`config.mk`:
```
export PLATFORM = sky130hd
export DESIGN_NAME = reg_write_arbiter
export DESIGN_NICKNAME = d
export VERILOG_FILES = /design/src/rtl/reg_write_arbiter.sv
export SDC_FILE = /design/constraint.sdc
export NUM_CORES = 1
export LEC_CHECK = 0
export CAP_MARGIN = 25
export CORE_ASPECT_RATIO = 1.1
export CORE_MARGIN = 1.5
export CORE_UTILIZATION = 38
export CTS_CLUSTER_DIAMETER = 40
export CTS_CLUSTER_SIZE = 14
export DETAILED_ROUTE_END_ITERATION = 8
export PLACE_DENSITY = 0.87
export SYNTH_ARGS = -nofsm -noshare
export SYNTH_HDL_FRONTEND = slang
export SYNTH_SLANG_ARGS = --single-unit
```
`constraint.sdc`:
```
create_clock -name clk -period 1.6 [get_ports clk]
set_input_delay 0.48 -clock clk [delete_from_list [all_inputs] [get_ports clk]]
set_output_delay 0.48 -clock clk [all_outputs]
set_load 0.005 [all_outputs]
```
`src/rtl/reg_write_arbiter.sv`:
```
// Round-robin write arbiter for a bank of load-enabled registers.
// Latches the winning requester's address/data and issues a one-hot load strobe and grant one cycle later.
module reg_write_arbiter #(
   parameter int WIDTH  = 16,
   parameter int N_REQ  = 4,
   parameter int N_REGS = 4,
   parameter int AW     = 2
) (
   input  logic                   clk,
   input  logic                   rst,
   input  logic                   en,
   input  logic [N_REQ-1:0]       req,
   input  logic [N_REQ*AW-1:0]    req_addr,
   input  logic [N_REQ*WIDTH-1:0] req_data,
   output logic [N_REQ-1:0]       gnt,
   output logic [N_REGS-1:0]      reg_load,
   output logic [WIDTH-1:0]       reg_d,
   output logic [15:0]            wr_count
);

   localparam int        PW      = (N_REQ > 1) ? $clog2(N_REQ) : 1;
   localparam logic [PW:0] N_REQ_W = (PW+1)'(N_REQ);

   logic [AW-1:0]     addr_arr [N_REQ];
   logic [WIDTH-1:0]  data_arr [N_REQ];

   logic [N_REQ-1:0]  gnt_q, gnt_d;
   logic [N_REGS-1:0] reg_load_q, reg_load_d;
   logic [WIDTH-1:0]  reg_d_q, reg_d_d;
   logic [15:0]       wr_count_q, wr_count_d;
   logic [PW-1:0]     ptr_q, ptr_d;

   logic [N_REQ-1:0]  eligible;
   logic [N_REQ-1:0]  rot;
   logic              found;
   logic [PW-1:0]     win;
   logic [PW:0]       sum;

   generate
      for (genvar gi = 0; gi < N_REQ; gi++) begin : g_unpack
         assign addr_arr[gi] = req_addr[gi*AW +: AW];
         assign data_arr[gi] = req_data[gi*WIDTH +: WIDTH];
      end
   endgenerate

   // Rotate eligibility so bit 0 is the current highest-priority requester,
   // then map the first set bit back to an absolute index modulo N_REQ.
   always_comb begin
      eligible = req & ~gnt_q;
      rot      = N_REQ'({eligible, eligible} >> ptr_q);
      found    = 1'b0;
      win      = '0;
      sum      = '0;
      for (int k = 0; k < N_REQ; k++) begin
         if (!found && rot[k]) begin
            found = 1'b1;
            sum   = {1'b0, ptr_q} + (PW+1)'(k);
            win   = (sum >= N_REQ_W) ? PW'(sum - N_REQ_W) : PW'(sum);
         end
      end
   end

   always_comb begin
      gnt_d      = '0;
      reg_load_d = '0;
      reg_d_d    = reg_d_q;
      ptr_d      = ptr_q;
      wr_count_d = wr_count_q;
      if (en && found) begin
         gnt_d[win]                = 1'b1;
         reg_load_d[addr_arr[win]] = 1'b1;
         reg_d_d                   = data_arr[win];
         ptr_d                     = (win == PW'(N_REQ-1)) ? '0 : win + PW'(1);
         if (wr_count_q != 16'hFFFF) begin
            wr_count_d = wr_count_q + 16'd1;
         end
      end
   end

   always_ff @(posedge clk or posedge rst) begin
      if (rst) begin
         gnt_q      <= '0;
         reg_load_q <= '0;
         reg_d_q    <= '0;
         wr_count_q <= '0;
         ptr_q      <= '0;
      end else begin
         gnt_q      <= gnt_d;
         reg_load_q <= reg_load_d;
         reg_d_q    <= reg_d_d;
         wr_count_q <= wr_count_d;
         ptr_q      <= ptr_d;
      end
   end

   assign gnt      = gnt_q;
   assign reg_load = reg_load_q;
   assign reg_d    = reg_d_q;
   assign wr_count = wr_count_q;

endmodule

```
# Word-level counts from Yosys, hierarchy flattened
# Cells that the tools add are included.
# totals
reg_bits,42
in_bits,79
# classes
n_addsub,9
n_lt_le_gt_ge,9
n_shift,1
n_bitwise,3
muxes,25
reduce_logical,10
n_eq_ne,2
# ops
cell,count
$bmux 16 s2,1
$mux 16,2
$mux 2,11
$add 16x1->16 const B,1
$ne 16x16->1 const B,1
$ge 3x3->1 const B,4
$mux 4,2
$shr 8x2->4,1
$sub 2x1->2 const B,4
$add 2x2->3 const B,2
$logic_and 1x1->1,6
$lt 2x3->1 const B,2
$mux 1,6
$and 4x4->4,1
$bmux 2 s2,1
$demux 1 s2,2
$ge 2x1->1 const B,2
$not 4->4,1
$add 2x1->3 const B,1
$ge 2x3->1 const B,1
$logic_not 1->1,3
$not 2->3,1
$add 2x1->2 const B,1
$eq 2x2->1 const B,1
$reduce_and 2->1,1

# Longest topological paths before layout
# depth
word_depth,22
depth_mapped,8

# Least setup slack after synthesis
# Ideal clock, no wire load.
# synth_timing
kind,input port to flip-flop
start,in req[3]
end,reg wr_count_q[14] (netlist: wr_count[14])
arrival_time_ps,1743
required_ps,1475
n_path_buf,0
path_slack_ps,-268
cell_stages,5
cell_sequence,nor2b_2 > o41a_1 > and3_1 > nand3_1 > mux2_2
# synth_via
elab_chain_cells,14
# synth_lines
element,line,text
"start, declared",12,"input logic [N_REQ-1:0] req,"
$and 4x4->4 (*),49,eligible = req & ~gnt_q;
$shr 8x2->4 (*),50,"rot = N_REQ'({eligible, eligible} >> ptr_q);"
$mux 1,55,if (!found && rot[k]) begin
$logic_not 1->1,55,
$logic_and 1x1->1,55,
$mux 1,55,
$logic_not 1->1,55,
$logic_and 1x1->1,55,
$mux 1,55,
$logic_not 1->1,55,
$logic_and 1x1->1,55,
$mux 1 (*),55,
$logic_and 1x1->1 (*),69,if (en && found) begin
$reduce_and 2->1 (no line) (*),--,
"end signal, assigned",91,wr_count_q <= wr_count_d;
"end, declared",30,"logic [15:0] wr_count_q, wr_count_d;"
# Every way passes the cells marked *; elsewhere a longest branch is shown, timed or not.
# A chain may end at the register's enable or synchronous reset.

# Worst setup path after layout
# layout_timing
start,reg ptr_q[1]
end,reg reg_load_q[3] (netlist: reg_load[3])
# layout_via
elab_chain_cells,20
# layout_lines
element,line,text
"start, declared",31,"logic [PW-1:0] ptr_q, ptr_d;"
"start signal, assigned",92,ptr_q <= ptr_d;
branches (longest 19 deep; another with $add 2x1->3),--,
$mux 4 (*),69,
via reg_load_d[3],28,"logic [N_REGS-1:0] reg_load_q, reg_load_d;"
"end signal, assigned",89,reg_load_q <= reg_load_d;
"end, declared",28,
# Mark *: on every way through the listed nets, which the timed path passes. The select of a mux whose other input is x is not followed.

==> impl_summary.log <==
INFO  metric final_critical_path_setup_slack = -0.608 ns
INFO  metric worst_path_most_repeated_cell = sky130_fd_sc_hd__buf_12
INFO  metric synthesized_area_per_cell = 10.2 um^2
INFO  metric synth_seq_area_share = about two fifths
INFO  metric critical_path.cell_chain = or4b_4 -> o221ai_4 -> buf_12 -> buf_12 -> buf_16 -> nor3_2 -> a31oi_1 -> o22ai_1
INFO  metric ant_nets = 0
INFO  metric synth_fp_nets = 341
INFO  metric postSynthCellCount = ~260
INFO  metric crit_slowest_cell = sky130_fd_sc_hd__or4b_4
INFO  metric io_buffers = roughly 120
INFO  metric cts_num_sinks = 42
INFO  metric total_leakage_power = 2.33 nW
INFO  metric boundaryPins = 119
INFO  metric maxCapViolCount = 0
INFO  metric floorplan.die.height = between 90 and 100 um
INFO  metric dp_worst_setup_slack = -0.810 ns
INFO  metric yosys.cell_types.count = 53
INFO  metric ys_ff_latch = 42
INFO  metric tritoncts = built
INFO  metric dp_wirelength = about 6700 um
INFO  metric hold_buffers = 0
INFO  metric grt.total_usage = 29.6%
INFO  metric first_pass_iters = 4
INFO  metric synth_enable_flop_cells = 0
INFO  metric hold_viol = 0
INFO  metric vdd.ir_drop.worst = just over 1000 uV
INFO  metric place_congestion = between 0.9 and 1
INFO  metric yosys_most_used_dff = sky130_fd_sc_hd__dfrtp_1
INFO  metric initial_antenna_violation_count = 1
INFO  metric syn_area = approximately 2600 um^2
INFO  metric core_area = roughly 6600 um^2
INFO  metric via_count = 3376
INFO  metric rsz0062_at_grt = yes
INFO  metric postLayoutCellArea = roughly 5300 um^2
INFO  metric placed_insts = 497
INFO  metric layout-drive-gt1-share = between 40% and 50%
INFO  metric wl_per_cell = 23.1 um
INFO  metric depth_of_the_worst_register_to_register_path = 8
INFO  metric clock_pin_slew_on_the_worst_setup_and_hold_paths = around 0.09 ns
INFO  metric hold-worst-slack = approximately 0.52 ns
INFO  metric path_class = reg2reg
INFO  metric initial_core_util = 39.7%
INFO  metric synthesis_to_finish_area_growth = 101%
INFO  metric clk-insertion-delay-late = 0.30 ns
INFO  metric peak_clock_frequency_supported_by_timing = 0.453 GHz
INFO  metric timing.critical_path.fanout_max = 8
INFO  metric hp-class = in2async
INFO  metric cts_htree_levels = 2
INFO  metric grt_pass1_wl = approximately 17000 um
INFO  metric seqCellArea = 1050 um^2
INFO  metric final_cell_count_no_fill = 551
INFO  metric dpl-instance-area = approximately 4400 um^2
INFO  metric initialDrtViolationCount = between 200 and 300
INFO  metric numCtsBuffers = 5
INFO  metric fp-row-count = 31
INFO  metric setup_total_negative_slack = -11.37 ns
INFO  metric setup_skew = 0.00838 ns
INFO  metric setup.worst_path.end_class = flop
INFO  metric critPathArrivalTime = approximately 2.4 ns
INFO  metric violations_in_the_final_reports = negative setup slack
INFO  metric num-nets-final = ~550
INFO  metric drcViolationCount = 0
INFO  metric slew_headroom = 76.7%
INFO  metric grt_pass1_vias = between 3000 and 4000
INFO  metric min_period = about 2.2 ns
INFO  metric max_slew.worst_pin.slew = 0.348 ns
INFO  metric multiInputGateArea = between 1500 and 2000 um^2
INFO  metric timing.final.max_slew_violations = 0
INFO  metric routed_wirelength = ~13000 um
INFO  metric reg2reg_setup_slack = -0.61 ns
INFO  metric worstReg2RegEnd = reg_load[3]
INFO  metric timing.critical_path.from_type = flop
INFO  metric ys_warn_count = 0
INFO  metric post-route-period-util = 138%
INFO  metric overflow = 0
INFO  metric fillerInstances = about 380
INFO  metric ffs_w_async_s_r_synth = 100%
INFO  metric grt_max_degree = 43
INFO  metric die_w = 82.3 um
INFO  metric power_density = between 1000 and 1500 nW/um^2
INFO  metric cts_buffer_depth = 2
INFO  metric root_buffer = sky130_fd_sc_hd__clkbuf_8
INFO  metric setup_viol = 43
INFO  metric floorplan_die_area = roughly 7400 um^2
INFO  metric crit_path_max_incr_delay = 0.57 ns
INFO  metric status = finished with violations
INFO  metric rr_startpoint = ptr_q[1]
INFO  metric cp-startpoint = ptr_q[1]
INFO  metric avgViaCountPerCell = 6.13
INFO  metric cp.required = around 1.8 ns
## critical path: cells and delay by family (launching register included)
family	cells	cell delay (ns)
AOI/OAI and AO/OA	3	0.54
DFF	1	0.48
and+or+nand+nor	2	0.63
buffers and inverters	3	0.41
## synthesized netlist by cell type (6+ instances only)
cell type                 number  area (um^2)
sky130_fd_sc_hd__dfrtp_1      42         1050
sky130_fd_sc_hd__a21oi_1      19         95.1
sky130_fd_sc_hd__a221o_1      16          160
sky130_fd_sc_hd__o22a_1       16          140
sky130_fd_sc_hd__nand3_1      14         70.1
sky130_fd_sc_hd__o21ai_1      14         70.1
sky130_fd_sc_hd__nand2_1      12         45.0
sky130_fd_sc_hd__nand3_2      10          100
sky130_fd_sc_hd__xnor2_1      10         87.6
sky130_fd_sc_hd__buf_2         6         30.0
sky130_fd_sc_hd__nand4_1       6         37.5
## area by class of cell
cell class	instances	area share (%)
Multi-Input combinational cell	195	35.1
Clock buffer	7	1.63
Clock inverter	1	0.0946
Timing Repair Buffer	217	40.7
Antenna cell	1	0.0473
Inverter	6	0.615
Sequential cell	42	19.9
Tap cell	82	1.94
## sequential cells by signal, summed over array words and instances, names as in the netlist
signal    count
reg_d        16
wr_count     16
gnt           4
reg_load      4
ptr_q         2
## logic make-up (layout without fill, tap and decap cells)
| group | Yosys count | in the layout | share of synthesized area (%) |
|---|---|---|---|
| buf+inv | 21 | 231 | 5.47 |
| flops | 42 | 42 | 40.0 |
| xor+xnor | 13 | 13 | 4.33 |
| compound gates | 92 | 93 | 26.7 |
| fa+ha+maj | 5 | 5 | 2.38 |
| simple gates | 82 | 82 | 20.3 |
| mux | 2 | 2 | 0.856 |
| other cells | 0 | 1 | 0 |
## routing by layer
metal / track usage, % / vias up / share of wire [%]
met4: 13.3 / 0 / 5.3
met3: 6.87 / 64 / 7.9
met2: 51.2 / 210 / 51
li1: - / 1420 / -
met1: 33.4 / 1682 / 35
met5: 0 / - / 0
## timing repair
action / in CTS / in global routing
gates cloned: 3 / 2
setup buffers: 30 / 11
setup endpoints to repair: 82 / 53
pin swaps: 37 / 26
gates resized for setup: 100 / 59
## stage by stage
stage | util [%] | power, mW
finish | 79.8 | 7.68
global route | 79.8 | 7.95
CTS | 74.4 | 6.67
detailed placement | 66.2 | 5.30
global placement | 66.2 | 5.17
floorplan | - | 3.54
## cells in the final DEF (no fill, tap or decap), types with 6 or more instances in the layout
cell type and n:
sky130_fd_sc_hd__nand4_1 6, sky130_fd_sc_hd__o22a_1 16, sky130_fd_sc_hd__dlygate4sd2_1 33, sky130_fd_sc_hd__clkdlybuf4s50_1 74, sky130_fd_sc_hd__a221o_1 16, sky130_fd_sc_hd__buf_6 24, sky130_fd_sc_hd__xnor2_1 6, sky130_fd_sc_hd__dfrtp_1 41
sky130_fd_sc_hd__buf_12 11, sky130_fd_sc_hd__nand3_2 17, sky130_fd_sc_hd__nand2_1 9, sky130_fd_sc_hd__o21ai_2 8, sky130_fd_sc_hd__buf_4 60, sky130_fd_sc_hd__a21oi_2 14, sky130_fd_sc_hd__o21ai_1 6, sky130_fd_sc_hd__clkbuf_8 6
## how the worst max path moves through the flow
| stage | end | slack (ns) | cells after the start |
|---|---|---|---|
| 6_report | reg_load[3] | -0.61 | 8 |
| 4_1_cts | reg_load[3] | -0.28 | 9 |
| 2_1_floorplan | wr_count[14] | -0.23 | 5 |
| 3_5_place_dp | reg_d[12] | -0.81 | 8 |
| 5_1_grt | reg_load[3] | -0.70 | 10 |
| 3_3_place_gp | reg_d[2] | -0.71 | 6 |
## power breakdown
part	total (mW)	leakage [nW]	internal (mW)	switching, mW
registers	1.67	0.524	1.41	0.253
clock network	0.740	0.0482	0.349	0.390
logic	5.27	1.76	2.84	2.44
total	7.68	2.33	4.60	3.08
Note: power is estimated with default switching activity, not from simulation.
